`config.mk`:
```
export PLATFORM = sky130hd
export DESIGN_NAME = wb_arbiter
export DESIGN_NICKNAME = d
export VERILOG_FILES = /design/src/rtl/riscv_pkg.sv /design/src/rtl/wb_div_fifo.sv /design/src/rtl/wb_arbiter.sv
export SDC_FILE = /design/constraint.sdc
export NUM_CORES = 1
export LEC_CHECK = 0
export CAP_MARGIN = 20
export CORE_MARGIN = 10
export CORE_UTILIZATION = 54
export DETAILED_ROUTE_END_ITERATION = 8
export PLACE_DENSITY = 0.86
export SYNTH_ARGS = -nofsm -noshare
export SYNTH_HDL_FRONTEND = slang
export SYNTH_SLANG_ARGS = --single-unit
```
`constraint.sdc`:
```
create_clock -name clk -period 5.6 [get_ports clk]
set_input_delay 0.84 -clock clk [delete_from_list [all_inputs] [get_ports clk]]
set_output_delay 0.84 -clock clk [all_outputs]
set_load 0.01 [all_outputs]
```
`src/rtl/riscv_pkg.sv`:
```
// Shared RISC-V core definitions: register-file geometry and the writeback
// request record used by every result source feeding the register file.
package riscv_pkg;

    localparam int REG_ADDR_W = 5;
    localparam int XLEN       = 32;

    localparam logic [REG_ADDR_W-1:0] X0_ADDR = '0;

    // One candidate register-file write; valid qualifies the other fields.
    typedef struct packed {
        logic                  valid;
        logic [REG_ADDR_W-1:0] rd_address;
        logic [XLEN-1:0]       rd_data;
    } wb_req_t;

endpackage

```
`src/rtl/wb_div_fifo.sv`:
```
// Small synchronous FIFO buffering divider results until the write port is free.
// The head is read combinationally so it can be popped in the cycle it appears.
module wb_div_fifo #(
    parameter int DEPTH = 2,
    parameter int WIDTH = 37,
    localparam int PW = (DEPTH > 1) ? $clog2(DEPTH) : 1,
    localparam int CW = $clog2(DEPTH + 1)
) (
    input  logic             clk,
    input  logic             rst,
    input  logic             push,
    input  logic [WIDTH-1:0] push_data,
    input  logic             pop,
    output logic [WIDTH-1:0] head_data,
    output logic             full,
    output logic             empty,
    output logic [CW-1:0]    count
);

    logic [WIDTH-1:0] mem [DEPTH];
    logic [PW-1:0]    wr_ptr_reg;
    logic [PW-1:0]    rd_ptr_reg;
    logic [CW-1:0]    count_reg;
    logic             do_push;
    logic             do_pop;

    assign full      = (count_reg == CW'(DEPTH));
    assign empty     = (count_reg == '0);
    assign count     = count_reg;
    assign head_data = mem[rd_ptr_reg];

    // A push into a full FIFO is only legal when the head leaves in the same cycle;
    // the write then lands in the slot being vacated.
    assign do_pop  = pop && !empty;
    assign do_push = push && (!full || do_pop);

    // Storage write; no reset so the array maps onto plain RAM cells.
    always_ff @(posedge clk) begin
        if (do_push) begin
            mem[wr_ptr_reg] <= push_data;
        end
    end

    // Pointer and occupancy bookkeeping; pointers wrap naturally (DEPTH is a power of two).
    always_ff @(posedge clk) begin
        if (rst) begin
            wr_ptr_reg <= '0;
            rd_ptr_reg <= '0;
            count_reg  <= '0;
        end else begin
            if (do_push) begin
                wr_ptr_reg <= wr_ptr_reg + PW'(1);
            end
            if (do_pop) begin
                rd_ptr_reg <= rd_ptr_reg + PW'(1);
            end
            count_reg <= count_reg + CW'(do_push) - CW'(do_pop);
        end
    end

endmodule

```
`src/rtl/wb_arbiter.sv`:
```
// Writeback arbiter: merges in-order pipeline results and buffered divider results
// onto the single register-file write port, tracks pending divider destinations,
// and stalls the pipeline when a divider result has waited too long.
module wb_arbiter
    import riscv_pkg::*;
#(
    parameter int NUMBER_OF_REGISTERS = 32,
    parameter int DATA_WIDTH          = 32,
    parameter int FIFO_DEPTH          = 2,
    parameter int MAX_WAIT            = 4,
    localparam int AW = $clog2(NUMBER_OF_REGISTERS)
) (
    input  logic                           clk,
    input  logic                           rst,
    input  logic                           pipe_valid_i,
    input  logic [AW-1:0]                  pipe_rd_address_i,
    input  logic [DATA_WIDTH-1:0]          pipe_rd_data_i,
    input  logic                           div_issue_i,
    input  logic [AW-1:0]                  div_issue_address_i,
    input  logic                           div_valid_i,
    input  logic [AW-1:0]                  div_rd_address_i,
    input  logic [DATA_WIDTH-1:0]          div_rd_data_i,
    output logic                           div_ready_o,
    output logic                           stall_o,
    output logic [NUMBER_OF_REGISTERS-1:0] busy_mask_o,
    output logic                           rd_we_o,
    output logic [AW-1:0]                  rd_address_o,
    output logic [DATA_WIDTH-1:0]          rd_data_o
);

    localparam int CW = $clog2(FIFO_DEPTH + 1);
    localparam int WW = $clog2(MAX_WAIT + 1);

    wb_req_t                  pipe_req;
    wb_req_t                  head_req;
    wb_req_t                  win_req;
    logic                     fifo_push;
    logic                     fifo_pop;
    logic                     fifo_full;
    logic                     fifo_empty;
    logic [CW-1:0]            fifo_count;
    logic [CW-1:0]            count_next;
    logic [AW+DATA_WIDTH-1:0] head_data;
    logic                     blocked;
    logic                     stall_next;
    logic                     stall_reg;
    logic [WW-1:0]            wait_reg;
    logic [WW-1:0]            wait_next;
    logic [NUMBER_OF_REGISTERS-1:0] busy_reg;
    logic [NUMBER_OF_REGISTERS-1:0] busy_next;
    logic                     rd_we_reg;
    logic [AW-1:0]            rd_address_reg;
    logic [DATA_WIDTH-1:0]    rd_data_reg;

    assign div_ready_o = !fifo_full;

    // Results for x0 complete the handshake but are discarded instead of buffered.
    assign fifo_push = div_valid_i && div_ready_o && (div_rd_address_i != AW'(X0_ADDR));
    // The pipeline always has priority; the FIFO head drains only on idle pipeline cycles.
    assign fifo_pop  = !pipe_valid_i && !fifo_empty;
    assign blocked   = pipe_valid_i && !fifo_empty;

    wb_div_fifo #(
        .DEPTH (FIFO_DEPTH),
        .WIDTH (AW + DATA_WIDTH)
    ) u_fifo (
        .clk       (clk),
        .rst       (rst),
        .push      (fifo_push),
        .push_data ({div_rd_address_i, div_rd_data_i}),
        .pop       (fifo_pop),
        .head_data (head_data),
        .full      (fifo_full),
        .empty     (fifo_empty),
        .count     (fifo_count)
    );

    assign pipe_req.valid      = pipe_valid_i;
    assign pipe_req.rd_address = pipe_rd_address_i;
    assign pipe_req.rd_data    = pipe_rd_data_i;

    assign head_req.valid      = !fifo_empty;
    assign head_req.rd_address = head_data[AW+DATA_WIDTH-1:DATA_WIDTH];
    assign head_req.rd_data    = head_data[DATA_WIDTH-1:0];

    // Select this cycle's winner: pipeline first, then the buffered divider head.
    always_comb begin
        win_req = '0;
        if (pipe_valid_i) begin
            win_req = pipe_req;
        end else if (!fifo_empty) begin
            win_req = head_req;
        end
    end

    // Register the write port; x0 writes keep address/data but never enable the file.
    always_ff @(posedge clk) begin
        if (rst) begin
            rd_we_reg      <= 1'b0;
            rd_address_reg <= '0;
            rd_data_reg    <= '0;
        end else begin
            rd_we_reg <= win_req.valid && (win_req.rd_address != X0_ADDR);
            if (win_req.valid) begin
                rd_address_reg <= win_req.rd_address;
                rd_data_reg    <= win_req.rd_data;
            end
        end
    end

    // Scoreboard next state: an issue sets a bit, a pop clears it, set wins on a tie; x0 never busy.
    for (genvar gi = 0; gi < NUMBER_OF_REGISTERS; gi++) begin : g_busy
        if (gi == 0) begin : g_x0
            assign busy_next[gi] = 1'b0;
        end else begin : g_xn
            assign busy_next[gi] =
                (div_issue_i && (div_issue_address_i == AW'(gi))) ||
                (busy_reg[gi] && !(fifo_pop && (head_req.rd_address == AW'(gi))));
        end
    end

    // Scoreboard register.
    always_ff @(posedge clk) begin
        if (rst) begin
            busy_reg <= '0;
        end else begin
            busy_reg <= busy_next;
        end
    end

    // Starvation tracking: count consecutive blocked cycles (saturating) and stall when
    // the head has waited long enough or the buffer will be full next cycle.
    assign count_next = fifo_count + CW'(fifo_push) - CW'(fifo_pop);
    assign wait_next  = !blocked ? '0 :
                        (wait_reg >= WW'(MAX_WAIT - 1)) ? wait_reg : wait_reg + WW'(1);
    assign stall_next = (blocked && (wait_reg >= WW'(MAX_WAIT - 1))) ||
                        (count_next == CW'(FIFO_DEPTH));

    // Stall and wait-counter registers.
    always_ff @(posedge clk) begin
        if (rst) begin
            wait_reg  <= '0;
            stall_reg <= 1'b0;
        end else begin
            wait_reg  <= wait_next;
            stall_reg <= stall_next;
        end
    end

    assign stall_o      = stall_reg;
    assign busy_mask_o  = busy_reg;
    assign rd_we_o      = rd_we_reg;
    assign rd_address_o = rd_address_reg;
    assign rd_data_o    = rd_data_reg;

endmodule

```
* After elaboration in Yosys (flattened, before gate mapping)
Memory sizes are Yosys's and may differ from the RTL's. A register that Yosys moved wholly into a read port is not among the register bits. Cells that the tools add are included.
Storage, ports and cells: register bits after elaboration 78, latch bits 0, bits in writable memories 74, bits in read-only memories 0, bits of input ports 84, output and inout port bits 72, word-level logic and storage cells 262, memories 1
Cells by class: $add $sub $neg 7, $mul 0, divide/modulo/power cells 0, magnitude comparators 1, equality and inequality tests 64, shift operators 0, multiplexer cells 6, bitwise gates (word level) 1, reductions and logical operators 172
Memories:
- u_fifo.mem | depth 2, width 37, read ports 1, clocked after memory_dff 1, write ports 1, line wb_div_fifo.sv:20 | logic [WIDTH-1:0] mem [DEPTH];
Operator list (count):
- 5-bit equality test, second input constant | 32
- 1-bit logical AND | 101
- 5-bit by 4-bit equality test with 1-bit output, second input constant | 16
- 38-bit two-way mux | 2
- 5-bit by 3-bit equality test with 1-bit output, second input constant | 8
- 1-bit zero test | 34
- 1-bit logical OR | 33
- 5-bit by 2-bit equality test with 1-bit output, second input constant | 4
- 5-bit by 1-bit equality test with 1-bit output, second input constant | 2
- 5-bit nonzero test | 2
- 2-bit by 1-bit adder with 2-bit output | 2
- 2-bit equality test, second input constant | 2
- 1-bit two-way mux | 4
- 2-bit by 1-bit subtractor with 2-bit output | 2
- 3-bit by 1-bit adder with 3-bit output, second input constant | 1
- 3-bit by 2-bit >= comparator with 1-bit output, second input constant | 1
- 1-bit adder, second input constant | 2
- 2-bit zero test | 1
- 2-bit OR reduction | 1
- 1-bit NOT | 1

* Depth between registers and ports, before layout
Gate-level depths: netlist (run 1).
depth in word-level cells 8, depth in mapped cells 8

* Cells and area by module
From an unflattened synthesis (run 1), not the netlist that was laid out.
Unflattened totals: cell total of the unflattened synthesis 528, area total of the unflattened synthesis 6294.8 um^2
By module, submodules not included:
- wb_arbiter | instances 1, cells an instance 381, area an instance 3347.0 um^2, sequential area each 1461.4 um^2
- wb_div_fifo | instances 1, cells an instance 147, area an instance 2947.8 um^2, sequential area each 2322.2 um^2

* Least setup slack after synthesis (run 1)
Ideal clock, no wire load.
path type input to register, from in div_rd_address_i[0], to mem u_fifo.mem[0][0] (enable), library setup time 436 ps, arrival time 2808 ps, path slack 2356 ps, stages 3, buffers on the path 0, path through or4_4 -> o211a_4 -> nor2b_1
On the way: cells in the longest elaborated chain, start to end 5
RTL lines:
- from (decl) | line wb_arbiter.sv:21 | input logic [AW-1:0] div_rd_address_i,
- 5-bit nonzero test | line wb_arbiter.sv:58 | assign fifo_push = div_valid_i && div_ready_o && (div_rd_address_i != AW'(X0_ADDR));
- 1-bit logical AND | line wb_arbiter.sv:58
- 1-bit logical AND | line wb_div_fifo.sv:35 | assign do_push = push && (!full || do_pop);
- 1-bit two-way mux | line wb_div_fifo.sv:39 | if (do_push) begin
- 1-bit two-way mux (implied by the code) | line wb_div_fifo.sv:40 | mem[wr_ptr_reg] <= push_data;
- to (decl) | line wb_div_fifo.sv:20
Every way passes these cells.

* Final worst setup path (run 1)
from reg u_fifo.count_reg[0], in the netlist u_fifo.count[0], to out div_ready_o
On the way: cells in the longest elaborated chain, start to end 2
RTL lines:
- from (decl) | line wb_div_fifo.sv:23 | logic [CW-1:0] count_reg;
- from (signal assigned) | line wb_div_fifo.sv:57 | count_reg <= count_reg + CW'(do_push) - CW'(do_pop);
- 2-bit equality test | line wb_div_fifo.sv:27 | assign full = (count_reg == CW'(DEPTH));
- 1-bit zero test | line wb_arbiter.sv:55 | assign div_ready_o = !fifo_full;
- to (decl) | line wb_arbiter.sv:23 | output logic div_ready_o,
Every way passes these cells.

==> impl_metrics.ini, run 1 <==
[layout]
multi_input_area_um2 = 2500
fin_cells = 872
fin_nets = 801
largest_register_ffs = 74
drive_gt1_share_pct = 8.14
design_area_um2 = 8700
top_register = u_fifo.mem
fill_cells = 780
seq_area_um2 = 3780
antenna_cells = 0
area_growth_syn_to_layout_pct = 33.5

[worst_setup_path]
crit_path_end_kind = output pin
crit_buf_inv = 2
worstPathCellList = buf_4 > nand2b_1 > clkdlybuf4s50_1
crit_type = reg -> out
start_kind = register
cp_top_family = buffers and inverters
critPathMaxStageDelay_ns = 0.76
cpMaxStageDelayCell = dfxtp_1
critPathMaxFanout = 26
arrival_ns = 2.45
rrSetupSlack_ns = 2.78
cp.required_ns = 4.76

[floorplan]
core_um2 = 11900
fp.dieW_um = 130
pin_count = 156
rows = 40
initial_core_util_pct = 54.7
dieArea_um2 = 16900
fp.dieH_um = 130

[logic_synthesis]
synth-compound-area-share_pct = 17.5
synthXorXnorAreaFrac_pct = 0.538
ys_types = 47
synthSimpleGateAreaFrac_pct = 13.0
synth_nets = 665
synth_top_family_by_area = compound AO/OA/AOI/OAI gates
synthAdderAreaFrac_pct = 0.960
synthCells = 576
synth-async-reset-ratio_pct = 0
synth_enable_flop_cells = 74
yosysWarnings = 0
synth.area.mux_share_pct = 6.14
synth_ff_type = dfxtp_1
ys_seq_area_share_pct = 58.1
synth-seq-cells = 152
syn_avg_cell_area_um2 = 11.3
synth_area_um2 = 6520

[global_route]
grt_pass1_wl_um = 29000
first_global_vias = 5482
track_usage_pct = 21.7
antenna_found_initial = 0
grt-ovfl-total = 0
grt_start_max_net_pins = 77

[clock_network]
cts-resized-gates = 0
path_clk_slew_ns = 0.07
post_cts_buffers = 0
clock_latency_ns = 0.42
htree_levels = 4
numCtsBuffers = 17
ctsHoldBuffers = 0
root_buffer = clkbuf_16
clock_path_buffers = 2
cts.sinks = 152
cts_tree = done

[timing]
fin_crit_sh_pct = 58.8
layout_min_cycle_time_ns = 3.29
final.setup.tns_ns = 0
timing.final.hold_violations = 0
rsz0062_at_grt = false
worstMarginPinSlew_ns = 1.09
clock_skew_ns = 0.0105
fmax_mhz = 304
fin_ws_ns = 2.31
slew_headroom_pct = 26.1
setup_violations = 0
report.final.slew_viol_count = 0

[route]
vias = 5447
first_pass_iters = 6
wl_per_cell_um = 21.7
via_per_inst = 6.25
first_iter_violations = 482
drt-total-wl_um = 18900
drtAntennaViolNets = 0
drc = 0

[power]
ir_drop_v = 0.000240
power.density_nw_per_um2 = 411
p_leak_nw = 3.00
power_mw = 3.58

[run_status]
status = finished clean

[hold_path]
min-delay-path-class = reg -> reg

[placement]
dp_hpwl_um = 12400
place_ws_ns = 2.52
port_buffers = 154
dp.cells = 837
gp_congestion = 0.840
post_dp_cell_area_um2 = 8070

[run]
drv_cap = 0
## cell usage after synthesis (2+ instances only)
library cell	n	area share, %
a21oi_1	69	5.3
a211oi_2	8	1.5
a311oi_1	31	4.2
buf_2	17	1.3
nor2b_1	6	0.58
a211oi_1	2	0.23
xnor2_1	2	0.27
nor4_1	2	0.19
nand2_1	78	4.5
buf_4	5	0.58
dfxtp_1	78	24
nand3_1	4	0.31
and4_1	2	0.27
clkbuf_1	19	1.1
and4b_1	4	0.61
clkbuf_2	5	0.38
inv_1	6	0.35
or3_1	3	0.29
or3b_1	6	0.81
nand3b_1	6	0.69
ha_1	5	0.96
nor3_1	38	2.9
mux2i_1	36	5.5
a31oi_1	2	0.19
a211o_1	37	5.0
o211a_1	2	0.31
edfxtp_1	74	34
nor2_1	8	0.46
xor2_1	2	0.27
nor4bb_1	2	0.31
## power breakdown
group,internal (mW),switching (mW)
sequential,1.34,0.0949
clock,0.693,0.450
combinational,0.446,0.558
total,2.48,1.10
## cell type report
cell class,count,share of cell area (%)
Sequential cell,152,43.5
Multi-Input combinational cell,372,28.7
Inverter,6,0.259
Tap cell,147,2.11
Timing Repair Buffer,163,18.6
Clock inverter,11,1.39
Clock buffer,21,5.42
## routing by layer
layer  GRT usage (%)  up-vias  routed length, µm
li1                -     2463                  -
met3            8.03       48               2000
met2            35.1      339               9140
met4            8.60        0                493
met1            25.7     2597               7260
met5               0        -                  0
## metrics by stage
stage	utilization, %	hold WS (ns)
2_1_floorplan	-	0.472
3_3_place_gp	67.7	0.490
3_5_place_dp	67.7	0.498
4_1_cts	72.7	0.519
5_1_grt	73.1	0.540
6_report	73.1	0.514
## kinds of logic (layout without fill, tap and decap cells)
| logic type | after synthesis | in the layout |
|---|---|---|
| other | 1 | 1 |
| AO/OA/AOI/OAI | 156 | 156 |
| AND/OR/NAND/NOR | 167 | 167 |
| buffers and inverters | 52 | 201 |
| adder cells (fa/ha/maj) | 5 | 5 |
| flip-flops | 152 | 152 |
| multiplexers | 39 | 39 |
| XOR/XNOR | 4 | 4 |
## cell usage in the layout (no fill, tap or decap), types with 3 or more instances in the layout
master / netlist / layout
ha_1: 5 / 5
inv_1: 6 / 6
clkbuf_16: 0 / 18
nand2_1: 78 / 78
buf_4: 5 / 7
clkdlybuf4s50_1: 0 / 152
a211oi_2: 8 / 8
dfxtp_1: 78 / 77
clkinvlp_4: 0 / 4
nand3b_1: 6 / 6
nor2_1: 8 / 8
and4b_1: 4 / 4
or3b_1: 6 / 6
a311oi_1: 31 / 31
a21oi_1: 69 / 69
or3_1: 3 / 3
nand3_1: 4 / 4
nor2b_1: 6 / 5
a211o_1: 37 / 37
edfxtp_1: 74 / 74
mux2i_1: 36 / 36
nor3_1: 38 / 38
## path summary, 6_finish.rpt
check	startpoint	to	depth (start not counted)
min reg2reg	u_fifo.rd_ptr_reg	u_fifo.rd_ptr_reg	2
min	u_fifo.rd_ptr_reg	u_fifo.rd_ptr_reg	2
max	u_fifo.count[0]	div_ready_o	3
max reg2reg	u_fifo.count[0]	u_fifo.mem[1][34]	4
## worst min-delay path: cells and delay by family, from the launching register on
family,cells,cell delay (ns)
xor gates and xnor gates,1,0.08
DFF,1,0.33
and+or+nand+nor,1,0.07
No activity file was read; power rests on OpenSTA's default activity.
==> inputs of run 2 (changes only) <==
--- a/config.mk
+++ b/config.mk
@@ -7,9 +7,9 @@
 export LEC_CHECK = 0
 export CAP_MARGIN = 20
 export CORE_MARGIN = 10
-export CORE_UTILIZATION = 54
+export CORE_UTILIZATION = 45
 export DETAILED_ROUTE_END_ITERATION = 8
-export PLACE_DENSITY = 0.86
+export PLACE_DENSITY = 0.76
 export SYNTH_ARGS = -nofsm -noshare
 export SYNTH_HDL_FRONTEND = slang
 export SYNTH_SLANG_ARGS = --single-unit
==> constraint.sdc (replaced) <==
create_clock -name clk -period 2.8 [get_ports clk]
set_input_delay 0.42 -clock clk [delete_from_list [all_inputs] [get_ports clk]]
set_output_delay 0.42 -clock clk [all_outputs]
set_load 0.01 [all_outputs]
==> impl_metrics.ini, run 2 (synthesis results as in run 1) <==
[worst_setup_path]
worstPathCellList = buf_4 > nand2b_1 > o211a_4 > nor2b_4
cp.required_ns = 2.84
cp_top_family = simple AND/OR/NAND/NOR gates
start_kind = register
critPathMaxFanout = 37
r2r_start = u_fifo.count[0]
crit_type = reg -> reg
r2r_end = u_fifo.mem[0][31]
rrSetupSlack_ns = 0.61
ff2ff_path_depth = 4
crit_buf_inv = 1
crit_path_end_kind = register
arrival_ns = 2.23
critPathMaxStageDelay_ns = 0.88
cpMaxStageDelayCell = nor2b_4

[layout]
fin_nets = 807
fill_cells = 1072
antenna_cells = 0
mostFrequentLayoutCells = clkdlybuf4s50_1, nand2_1, dfxtp_1, edfxtp_1, a21oi_1
largest_register_ffs = 74
drive_gt1_share_pct = 8.89
area_growth_syn_to_layout_pct = 33.9
final_common_cell = clkdlybuf4s50_1
top_register = u_fifo.mem

[power]
p_leak_nw = 3.02
ir_drop_v = 0.000523
power.density_nw_per_um2 = 796

[hold_path]
holdPathStages = 2
hold_end = rd_data_o[11]
hp-start = rst
min-delay-path-class = in -> reg

[placement]
port_buffers = 154
dp_hpwl_um = 13000
place_ws_ns = 0.163
gp_congestion = 0.855

[global_route]
antenna_found_initial = 0
first_global_vias = 5489
grt_start_max_net_pins = 76
grt_pass1_wl_um = 29100
grt-ovfl-total = 0
track_usage_pct = 18.3

[clock_network]
htree_levels = 4
numCtsBuffers = 17
root_buffer = clkbuf_16
cts.sinks = 152
cts_tree = done
path_clk_slew_ns = 0.06
clock_latency_ns = 0.43
cts-resized-gates = 0
clock_path_buffers = 2
post_cts_buffers = 0
ctsHoldBuffers = 0

[floorplan]
core_um2 = 14000
pin_count = 156
rows = 43
fp.dieW_um = 140
dieArea_um2 = 19700
fp.dieH_um = 140
initial_core_util_pct = 46.4

[timing]
slew_headroom_pct = 27.7
timing.final.hold_violations = 0
fin_ws_ns = 0.608
worstMarginPinSlew_ns = 1.08
layout_min_cycle_time_ns = 2.19
fmax_mhz = 456
fin_crit_sh_pct = 78.3
rsz0062_at_grt = false
report.final.slew_viol_count = 0
final.setup.tns_ns = 0
clock_skew_ns = 0.00999
setup_violations = 0

[route]
first_iter_violations = 324
wl_per_cell_um = 19.9
drc = 0
via_per_inst = 5.76
drt-total-wl_um = 18100
vias = 5244
first_pass_iters = 5
drtAntennaViolNets = 0

[run_status]
status = finished clean

[run]
drv_cap = 0
[run 2: cell count changes in the layout (fill, tap and decap cells not counted), sizes merged]
cell      before  now
inv            7    8
buf           10   17
clkinvlp       4    1
bufinv         2    1
clkinv         4    8
clkbuf        22   20
[run 2: worst reg2reg max path, stage by stage, from the launching register on]
cell      delay, ns
dfxtp_1        0.33
buf_4          0.20
nand2b_1       0.19
o211a_4        0.20
nor2b_4        0.88
[run 2: layout make-up]
class | instances | area, µm² | share of cell area (%)
Inverter | 6 | 22.5 | 0.258
Clock buffer | 20 | 447 | 5.12
Sequential cell | 152 | 3780 | 43.4
Tap cell | 180 | 225 | 2.58
Timing Repair Buffer | 169 | 1640 | 18.8
Clock inverter | 12 | 101 | 1.16
Multi-Input combinational cell | 372 | 2500 | 28.7
[run 2: how the worst max path moves through the flow]
stage / to / start / slack (ns) / cells past startpoint
after floorplan: u_fifo.mem[0][0] / u_fifo.count[0] / 0.59 / 3
after global placement: u_fifo.mem[1][25] / div_rd_address_i[0] / 0.18 / 4
after detailed placement: u_fifo.mem[1][30] / div_rd_address_i[0] / 0.16 / 4
after CTS: u_fifo.mem[0][31] / u_fifo.count[0] / 0.55 / 4
after global routing: u_fifo.mem[0][31] / u_fifo.count[0] / 0.47 / 4
final: u_fifo.mem[0][31] / u_fifo.count[0] / 0.61 / 4
[run 2: metal layers]
| metal | up-vias | global-route usage [%] | routed length (µm) |
|---|---|---|---|
| met1 | 2485 | 20.9 | 7190 |
| met5 | - | 0 | 0 |
| li1 | 2469 | - | - |
| met4 | 0 | 7.34 | 427 |
| met3 | 35 | 8.25 | 2030 |
| met2 | 255 | 29.1 | 8510 |
[run 2: power breakdown]
| group | internal, mW | switching, mW | total, mW |
|---|---|---|---|
| Sequential | 2.67 | 0.179 | 2.85 |
| Clock | 1.24 | 0.893 | 2.13 |
| Combinational | 0.882 | 1.08 | 1.96 |
| Total | 4.80 | 2.15 | 6.95 |
[run 2: stage by stage]
| stage | hold WS, ns | total power [mW] | util (%) | area, µm² | std cells |
|---|---|---|---|---|---|
| after floorplan | 0.472 | 4.12 | - | 6520 | 576 |
| after global placement | 0.481 | 4.78 | 58.2 | 8180 | 879 |
| after detailed placement | 0.496 | 4.85 | 58.2 | 8180 | 879 |
| after CTS | 0.457 | 6.98 | 62.1 | 8730 | 911 |
| after global routing | 0.503 | 7.27 | 62.1 | 8730 | 911 |
| final | 0.479 | 6.95 | 62.1 | 8730 | 911 |
